==> config.mk <==
export PLATFORM = sky130hd
export DESIGN_NAME = serial_frame_ctrl
export DESIGN_NICKNAME = d
export VERILOG_FILES = /design/src/rtl/serial_frame_pkg.sv /design/src/rtl/sfc_frame_counter.sv /design/src/rtl/serial_frame_ctrl.sv
export SDC_FILE = /design/constraint.sdc
export NUM_CORES = 1
export LEC_CHECK = 0
export CORE_MARGIN = 3
export CORE_UTILIZATION = 40
export CTS_CLUSTER_DIAMETER = 80
export CTS_CLUSTER_SIZE = 8
export DETAILED_ROUTE_END_ITERATION = 8
export SLEW_MARGIN = 20
export SYNTH_ARGS = -nofsm -noshare
export SYNTH_HDL_FRONTEND = slang
export SYNTH_HIERARCHICAL = 1
export SYNTH_SLANG_ARGS = --single-unit
==> constraint.sdc <==
create_clock -name clk -period 2.4 [get_ports clk]
set_input_delay 0.24 -clock clk [delete_from_list [all_inputs] [get_ports clk]]
set_output_delay 0.24 -clock clk [all_outputs]
set_load 0.01 [all_outputs]
==> src/rtl/serial_frame_pkg.sv <==
// Shared types for the serial frame controller: FSM states, serial interface
// output bundle and the idle/reset value of that bundle.
package serial_frame_pkg;

    typedef enum logic [2:0] {
        SFC_IDLE  = 3'd0,
        SFC_LOAD  = 3'd1,
        SFC_START = 3'd2,
        SFC_WR_LO = 3'd3,
        SFC_WR_HI = 3'd4,
        SFC_RD_LO = 3'd5,
        SFC_RD_HI = 3'd6,
        SFC_END   = 3'd7
    } sfc_state_e;

    typedef struct packed {
        logic tclk;
        logic trst;
        logic dq_en;
        logic sr_en;
    } sfc_if_t;

    localparam sfc_if_t SFC_IDLE_OUT = '{tclk: 1'b1, trst: 1'b0, dq_en: 1'b0, sr_en: 1'b0};

endpackage

==> src/rtl/sfc_frame_counter.sv <==
// Frame cycle counter: clear has priority, saturates at FRAME_LEN-1 and flags
// the last cycle of the frame.
module sfc_frame_counter #(
    parameter int FRAME_LEN = 40,
    parameter int CW        = (FRAME_LEN > 1) ? $clog2(FRAME_LEN) : 1
) (
    input  logic clk,
    input  logic rst,
    input  logic clr,
    input  logic en,
    output logic last
);

    logic [CW-1:0] cnt_r;

    assign last = (cnt_r == CW'(FRAME_LEN - 1));

    // Cycle counter register
    always_ff @(posedge clk) begin
        if (rst) begin
            cnt_r <= {CW{1'b0}};
        end else if (clr) begin
            cnt_r <= {CW{1'b0}};
        end else if (en && !last) begin
            cnt_r <= cnt_r + CW'(1);
        end else begin
            cnt_r <= cnt_r;
        end
    end

endmodule

==> src/rtl/serial_frame_ctrl.sv <==
// Serial frame controller: LOAD, START, write pairs, read pairs, END gap.
// Optional SERIAL_FRAME_AUTORESTART_EN: free-running back-to-back frames.
module serial_frame_ctrl
    import serial_frame_pkg::*;
#(
    parameter int FRAME_LEN = 40,
    parameter int WR_MAX    = 8,
    parameter int RD_MAX    = 9,
    localparam int WL_W  = $clog2(WR_MAX + 1),
    localparam int RL_W  = $clog2(RD_MAX + 1),
    localparam int MX    = (WR_MAX > RD_MAX) ? WR_MAX : RD_MAX,
    localparam int IDX_W = (MX > 1) ? $clog2(MX) : 1
) (
    input  logic             clk,
    input  logic             rst,
    input  logic             start,
    input  logic [WL_W-1:0]  wr_len,
    input  logic [RL_W-1:0]  rd_len,
    output logic             busy,
    output logic             done,
    output logic [IDX_W-1:0] bit_idx,
    output logic             tclk,
    output logic             trst,
    output logic             dq_en,
    output logic             sr_en
);

    localparam int PW = (WL_W > RL_W) ? WL_W : RL_W;
    localparam logic [WL_W-1:0] WR_MAX_L = WL_W'(WR_MAX);
    localparam logic [RL_W-1:0] RD_MAX_L = RL_W'(RD_MAX);

    if (FRAME_LEN < 3 + 2 * WR_MAX + 2 * RD_MAX) begin : g_len_check
        $error("serial_frame_ctrl: FRAME_LEN too short for WR_MAX/RD_MAX");
    end

    sfc_state_e      state_r, state_nx_s;
    logic [PW-1:0]   pair_r, pair_nx_s;
    logic [WL_W-1:0] wr_len_r, wr_len_cl_s;
    logic [RL_W-1:0] rd_len_r, rd_len_cl_s;
    logic            last_s, cnt_clr_s, wr_last_s, rd_last_s;
    sfc_if_t         if_s;

    assign busy      = (state_r != SFC_IDLE);
    assign done      = (state_r == SFC_END) && last_s;
    assign cnt_clr_s = (state_r == SFC_IDLE) || done;
    assign wr_last_s = (pair_r == PW'(wr_len_r) - PW'(1));
    assign rd_last_s = (pair_r == PW'(rd_len_r) - PW'(1));
    assign wr_len_cl_s = (wr_len > WR_MAX_L) ? WR_MAX_L : wr_len;
    assign rd_len_cl_s = (rd_len > RD_MAX_L) ? RD_MAX_L : rd_len;

    sfc_frame_counter #(
        .FRAME_LEN (FRAME_LEN)
    ) u_cnt (
        .clk  (clk),
        .rst  (rst),
        .clr  (cnt_clr_s),
        .en   (busy),
        .last (last_s)
    );

    // State, pair index and latched length registers
    always_ff @(posedge clk) begin
        if (rst) begin
            state_r  <= SFC_IDLE;
            pair_r   <= {PW{1'b0}};
            wr_len_r <= {WL_W{1'b0}};
            rd_len_r <= {RL_W{1'b0}};
        end else begin
            state_r <= state_nx_s;
            pair_r  <= pair_nx_s;
            if ((state_r == SFC_IDLE) && start) begin
                wr_len_r <= wr_len_cl_s;
                rd_len_r <= rd_len_cl_s;
            end else begin
                wr_len_r <= wr_len_r;
                rd_len_r <= rd_len_r;
            end
        end
    end

    // Next-state and pair index logic
    always_comb begin
        state_nx_s = state_r;
        pair_nx_s  = pair_r;
        case (state_r)
            SFC_IDLE: begin
                pair_nx_s = {PW{1'b0}};
                if (start) state_nx_s = SFC_LOAD;
                else       state_nx_s = SFC_IDLE;
            end
            SFC_LOAD:  state_nx_s = SFC_START;
            SFC_START: begin
                pair_nx_s = {PW{1'b0}};
                if (wr_len_r != {WL_W{1'b0}})      state_nx_s = SFC_WR_LO;
                else if (rd_len_r != {RL_W{1'b0}}) state_nx_s = SFC_RD_LO;
                else                               state_nx_s = SFC_END;
            end
            SFC_WR_LO: state_nx_s = SFC_WR_HI;
            SFC_WR_HI: begin
                if (wr_last_s) begin
                    pair_nx_s = {PW{1'b0}};
                    if (rd_len_r != {RL_W{1'b0}}) state_nx_s = SFC_RD_LO;
                    else                          state_nx_s = SFC_END;
                end else begin
                    pair_nx_s  = pair_r + PW'(1);
                    state_nx_s = SFC_WR_LO;
                end
            end
            SFC_RD_LO: state_nx_s = SFC_RD_HI;
            SFC_RD_HI: begin
                if (rd_last_s) begin
                    pair_nx_s  = {PW{1'b0}};
                    state_nx_s = SFC_END;
                end else begin
                    pair_nx_s  = pair_r + PW'(1);
                    state_nx_s = SFC_RD_LO;
                end
            end
            SFC_END: begin
                pair_nx_s = {PW{1'b0}};
                if (last_s) begin
`ifdef SERIAL_FRAME_AUTORESTART_EN
                    state_nx_s = SFC_LOAD;
`else
                    state_nx_s = SFC_IDLE;
`endif
                end else begin
                    state_nx_s = SFC_END;
                end
            end
            default: begin
                pair_nx_s  = {PW{1'b0}};
                state_nx_s = SFC_IDLE;
            end
        endcase
    end

    // Serial interface decode from the state register
    always_comb begin
        if_s    = SFC_IDLE_OUT;
        bit_idx = {IDX_W{1'b0}};
        case (state_r)
            SFC_IDLE, SFC_LOAD: if_s = SFC_IDLE_OUT;
            SFC_START, SFC_END: if_s = '{tclk: 1'b1, trst: 1'b1, dq_en: 1'b0, sr_en: 1'b0};
            SFC_WR_LO: begin
                if_s    = '{tclk: 1'b0, trst: 1'b1, dq_en: 1'b1, sr_en: 1'b1};
                bit_idx = pair_r[IDX_W-1:0];
            end
            SFC_WR_HI: begin
                if_s    = '{tclk: 1'b1, trst: 1'b1, dq_en: 1'b1, sr_en: 1'b0};
                bit_idx = pair_r[IDX_W-1:0];
            end
            SFC_RD_LO: begin
                if_s    = '{tclk: 1'b0, trst: 1'b1, dq_en: 1'b0, sr_en: 1'b1};
                bit_idx = pair_r[IDX_W-1:0];
            end
            SFC_RD_HI: begin
                if_s    = '{tclk: 1'b1, trst: 1'b1, dq_en: 1'b0, sr_en: 1'b0};
                bit_idx = pair_r[IDX_W-1:0];
            end
            default: if_s = SFC_IDLE_OUT;
        endcase
    end

    assign tclk  = if_s.tclk;
    assign trst  = if_s.trst;
    assign dq_en = if_s.dq_en;
    assign sr_en = if_s.sr_en;

endmodule

==> results.toml, run 1 <==
[outcome]
status = "finished clean"

[timing]
worst_slew_pin_slew_ps = 536.6
fmax_ghz = 0.4484
fin_crit_ps = 2230
slew_headroom_pct = 63.66
final.setup.tns_ps = 0
finalSetupViolations = 0
hold_viol = 0
timing.hold.ws_ps = 486.4
rsz0062_at_grt = "false"
finalCritPeriodShare_pct = 92.92
fin_skew_ps = 4.595
slew_violations = 0

[worst_setup_path]
path_delay_family = "buffers and inverters"
critical_path_arrival_ps = 1990
worstSetupPathType = "reg -> out"
cp.depth = 5
path_cells = "ha_1, and3_2, nand2_1, nor2_1, clkdlybuf4s50_1"
crit_slowest_cell = "clkdlybuf4s50_1"
worst-path-buf-inv = 1
critical_path.max_fanout = 6
reg2reg_depth = 6
critPathLaunchType = "flop"
cp-end-kind = "output port"
timing.rr.start = "wr_len_r[0]"
critPathMaxStageDelay_ps = 560
regToRegEndpoint = "pair_r[1]"
r2r_slack_ps = 480
crit_required_ps = 2160

[finish]
diodes = 0
fin_nets = 199
drive_above_1_share_pct = 8.287
area_growth_pct = 19.96
finalNonFillerCells = 225

[yosys]
syn_area_sq_mm = 0.001335
yosysSeqAreaShare_pct = 31.49
post-synth-top-area-cell = "dfxtp_1"
synth.distinct_cells = 41
syn_area_per_cell_sq_um = 8.241
syn_inst = 162
synth-seq-cells = 21
synth_fp_nets = 179
synthFlopType = "dfxtp_1"
ys_top_cells_by_area = "dfxtp_1 (31%), xnor2_1 (7.2%), nand2_1 (6.2%)"
yosys_warnings = 6
yosysTopAreaCellShare_pct = 31.49
synth_edf_count = 0
synthArstFlopShare_pct = 0

[min_path]
min_to = "wr_len_r[1]"
worstHoldStart = "wr_len[1]"
hold_path_depth = 3
hp-class = "in -> reg"

[power]
internal_power_mw = 0.5269
ir_drop_uv = 187.5
comb_power_share_pct = 26.1
power.density_mw_per_mm2 = 484.0
switching_share_pct = 32.02
power_frac_clock_pct = 23.3
p_seq_share_pct = 50.6
leakage_nw = 0.5758
p_switching_mw = 0.2482

[route]
post-route-drc-count = 0
routed_wl_um = 2993
dr_total_vias = 1193
wl_per_cell_um = 13.30
drtAntennaViolNets = 0
drt-initial-drc-count = 43
firstDrtPassIters = 4
avgViaCountPerCell = 5.302

[floorplanning]
core-area_sq_mm = 0.003128
initial_utilization_pct = 42.68
io_pins = 21
dieArea_sq_mm = 0.004067
placementRows = 20
die_height_um = 63.77
die_x_um = 63.77

[clock_network]
cts_setup_buffers = 0
cts_buffers = 3
clkTransAtPathRegs_ps = 120
cts_tree = "built"
cts_htree_levels = 1
root_buffer = "clkbuf_4"
numClockSinks = 21
insertion_delay_ps = 320
clockBufferDepth = 2

[place]
io_buffers = 20
finalWeightedCongestion = 0.9047
placed_cells = 221
dp_hpwl_um = 2329

[grt]
grt_pass1_wl_um = 5230
grt_max_degree = 14
overflow = 0
antenna_found_initial = 0
track_usage_pct = 16.06
grt_pass1_vias = 1167

[flow_run]
maxCapViolCount = 0
[worst max path at each step]
| stage | from | end | slack (ps) |
|---|---|---|---|
| floorplan | wr_len_r[0] | pair_r[0] | 740 |
| global placement | u_cnt/cnt_r[4] | done | 480 |
| detailed placement | u_cnt/cnt_r[5] | done | 430 |
| CTS | u_cnt/cnt_r[5] | done | 70 |
| global route | u_cnt/cnt_r[0] | done | 30 |
| finish | u_cnt/cnt_r[0] | done | 170 |
[state kept, by name, indices dropped and copies added, names as in the netlist]
signal       count
pair_r           4
rd_len_r         4
state_r          3
u_cnt/cnt_r      6
wr_len_r         4
[cells in the final DEF (no fill, tap or decap), drive strengths merged, types with 5 or more instances in the layout]
cell type / n
a21oi: 12
clkdlybuf4s50: 20
dfxtp: 21
ha: 6
inv: 9
nand2: 22
nand3b: 5
nor2: 12
nor3: 6
xnor2: 11
xor2: 7
[kinds of logic (layout without fill, tap and decap cells)]
family | count (synthesis) | count (layout) | share of synthesized area (%)
adders and majority gates | 6 | 6 | 5.623
muxes | 3 | 3 | 2.249
xor gates and xnor gates | 18 | 18 | 11.81
and+or+nand+nor | 68 | 68 | 27.37
DFF | 21 | 21 | 31.49
AOI/OAI and AO/OA | 31 | 31 | 16.87
buffers and inverters | 15 | 34 | 4.592
[power by group through the flow]
stage,clock network [mW],registers (mW),logic (mW)
3_3_place_gp,0,0.400,0.199
6_report,0.181,0.392,0.202
3_5_place_dp,0,0.401,0.203
2_1_floorplan,0,0.386,0.153
4_1_cts,0.183,0.393,0.204
5_1_grt,0.197,0.397,0.228
[worst reg2reg max path, delay by kind of cell, from the launching register on]
family          cells  cell delay (ps)
fa+ha+maj           1              310
xor+xnor            1              160
simple gates        1              100
buf+inv             1              100
flops               1              420
compound gates      2              690
[per-layer routing]
| layer | routed length, um | vias to the layer above | track usage [%] |
|---|---|---|---|
| met3 | 121 | 5 | 2.460 |
| met2 | 1423 | 27 | 25.95 |
| li1 | - | 606 | - |
| met4 | 46 | 0 | 6.469 |
| met5 | 0 | - | 0 |
| met1 | 1400 | 555 | 21.32 |
[Yosys cell counts, types with 2 or more instances]
master / n
nand2_1: 22
dfxtp_1: 21
a21oi_1: 12
nor2_1: 12
xnor2_1: 11
inv_1: 9
xor2_1: 7
ha_1: 6
nand3b_1: 5
a311oi_1: 4
nor2b_1: 4
and2_1: 3
buf_2: 3
mux2i_1: 3
nand3_1: 3
nor3_1: 3
nor3_2: 3
a211oi_1: 2
clkbuf_1: 2
nand4_1: 2
o21ai_0: 2
o31a_1: 2
or2_2: 2
or3_1: 2
[metrics by stage]
stage                     util (%)  setup WS (ps)  total power [mW]  area [sq um]
after floorplan                  -          735.4            0.5390          1335
after global placement       50.20          480.0            0.5993          1570
after detailed placement     50.20          432.1            0.6035          1570
after CTS                    51.04          67.50            0.7801          1597
after global routing         51.20          28.83            0.8220          1602
final                        51.20          169.9            0.7751          1602
[area by class of cell]
class	instances	area, sq um
Fill cell	316	1526
Sequential cell	21	420.4
Inverter	9	33.78
Multi-Input combinational cell	126	858.3
Clock buffer	4	26.28
Timing Repair Buffer	21	207.7
Tap cell	44	55.05
[repair_timing]
action | in CTS | in global routing
hold buffers | 0 | 0
endpoints found under the setup margin | 0 | 1
gates resized for setup | 0 | 1
No activity file was read; power rests on OpenSTA's default activity.
==> run 2, diff against run 1 <==
Settings changed: GPL_ROUTABILITY_DRIVEN from default to 0.
==> results of run 2 <==
The final DEF is identical to that of run 1; final timing and power are the same.
==> run 3, diff against run 2 <==
Settings changed: CELL_PAD_IN_SITES_DETAIL_PLACEMENT from default to 2, CELL_PAD_IN_SITES_GLOBAL_PLACEMENT from default to 2, CORE_UTILIZATION 40 to 33, CTS_CLUSTER_DIAMETER 80 to default, PLACE_DENSITY_LB_ADDON from default to 0.1.
==> results.toml, run 3 (synthesized netlist as in run 1, its figures left out) <==
[timing]
worst_slew_pin_slew_ps = 565.8
rsz0062_at_grt = "false"
final.setup.tns_ps = 0
hold_viol = 0
fin_skew_ps = 1.429
slew_headroom_pct = 61.68
finalSetupViolations = 0
fmax_ghz = 0.4540
fin_crit_ps = 2203
slew_violations = 0
finalCritPeriodShare_pct = 91.78

[worst_setup_path]
worst-path-buf-inv = 1
crit_start = "u_cnt/cnt_r[0]"
path_cells = "ha_1, and3_2, nand2_1, nor2_1, clkdlybuf4s50_1"
crit_required_ps = 2160
r2r_slack_ps = 450
critPathMaxStageDelay_ps = 560
crit_slowest_cell = "clkdlybuf4s50_1"
endpoint = "done"
timing.rr.start = "wr_len_r[0]"
reg2reg_depth = 6
cp-end-kind = "output port"
critical_path_arrival_ps = 1960
regToRegEndpoint = "pair_r[0]"
worstSetupPathType = "reg -> out"
path_delay_family = "buffers and inverters"
critical_path.max_fanout = 6
critPathLaunchType = "flop"
cp.depth = 5

[grt]
grt_max_degree = 15
track_usage_pct = 17.18
overflow = 0
grt_pass1_wl_um = 6762
grt_pass1_vias = 1393
antenna_found_initial = 0

[floorplanning]
core-area_sq_mm = 0.003771
io_pins = 21
placementRows = 22
dieArea_sq_mm = 0.004845
die_height_um = 69.61
initial_utilization_pct = 35.40
die_x_um = 69.61

[finish]
fin_util_pct = 43.30
diodes = 0
multi_input_area_sq_um = 858.3
fin_nets = 200
regArea_sq_um = 420.4
final_common_cell = "nand2_1"
fill_cells = 412
regMostFlops = "u_cnt/cnt_r"
drive_above_1_share_pct = 8.791
largest_reg_flops = 6
area_growth_pct = 22.31
final_cell_mix = "nand2_1 (22), dfxtp_1 (21), clkdlybuf4s50_1 (20)"

[power]
comb_power_share_pct = 25.6
p_switching_mw = 0.2779
internal_power_mw = 0.5825
power.density_mw_per_mm2 = 526.9
ir_drop_uv = 283.7
leakage_nw = 0.5887
power_frac_clock_pct = 29.0
switching_share_pct = 32.30
p_seq_share_pct = 45.4

[clock_network]
root_buffer = "clkbuf_8"
hold_buffers = 0
clkTransAtPathRegs_ps = 80
cts_htree_levels = 1
cts_buffers = 3
cts_tree = "built"
clockBufferDepth = 2
insertion_delay_ps = 270
numClockSinks = 21

[route]
drt-initial-drc-count = 70
post-route-drc-count = 0
drtAntennaViolNets = 0
avgViaCountPerCell = 5.417
dr_total_vias = 1246
routed_wl_um = 3814
wl_per_cell_um = 16.58
firstDrtPassIters = 4

[place]
io_buffers = 20
dp_hpwl_um = 3021

[outcome]
status = "finished clean"

[flow_run]
maxCapViolCount = 0

[min_path]
hp-class = "reg -> reg"
-- run 3: metal layers --
layer | part of all wire, % | track usage, % | vias up
met4 | 1.6 | 4.555 | 0
met3 | 3.0 | 3.913 | 9
li1 | - | - | 603
met2 | 51 | 30.51 | 21
met5 | 0 | 0 | -
met1 | 45 | 20.63 | 613
-- run 3: layout make-up --
cell class | count | share of cell area [%]
Clock buffer | 4 | 2.759
Tap cell | 48 | 3.678
Inverter | 9 | 2.069
Sequential cell | 21 | 25.75
Timing Repair Buffer | 22 | 13.18
Multi-Input combinational cell | 126 | 52.57
-- run 3: worst min-delay path by stage --
stage               cells after the start        endpoint           start
finish                                  2     rd_len_r[3]     rd_len_r[3]
global route                            2  u_cnt/cnt_r[5]  u_cnt/cnt_r[5]
CTS                                     2     rd_len_r[3]     rd_len_r[3]
detailed placement                      2     rd_len_r[3]     rd_len_r[3]
global placement                        2  u_cnt/cnt_r[5]  u_cnt/cnt_r[5]
floorplan                               1       pair_r[0]             rst
-- run 3: tightest hold or removal path, delay by kind of cell (launching register included) --
kind / cells / cell delay [ps]
AO/OA/AOI/OAI: 1 / 60
flip-flops: 1 / 340
AND/OR/NAND/NOR: 1 / 60
-- run 3: repair_timing --
action                     4_1_cts  5_1_grt
setup endpoints to repair        0        1
resized for setup                0        1
setup buffers                    0        0
hold endpoints to repair         0        0
-- run 3: power by group through the flow --
stage	logic [mW]	clock network, mW	registers, mW
after CTS	0.225	0.253	0.392
after floorplan	0.153	0	0.386
after detailed placement	0.222	0	0.400
after global placement	0.210	0	0.398
after global routing	0.247	0.267	0.396
final	0.220	0.249	0.391
-- run 3: per-stage QoR --
| step | total power [mW] | hold WS, ps | cells | instance area [sq um] | setup slack, ps |
|---|---|---|---|---|---|
| 2_1_floorplan | 0.5390 | 312.1 | 162 | 1335 | 735.4 |
| 3_3_place_gp | 0.6078 | 467.8 | 226 | 1583 | 448.5 |
| 3_5_place_dp | 0.6218 | 484.3 | 226 | 1583 | 369.7 |
| 4_1_cts | 0.8697 | 497.8 | 230 | 1628 | 64.05 |
| 5_1_grt | 0.9096 | 521.9 | 230 | 1633 | 42.05 |
| 6_report | 0.8604 | 496.6 | 230 | 1633 | 197.2 |
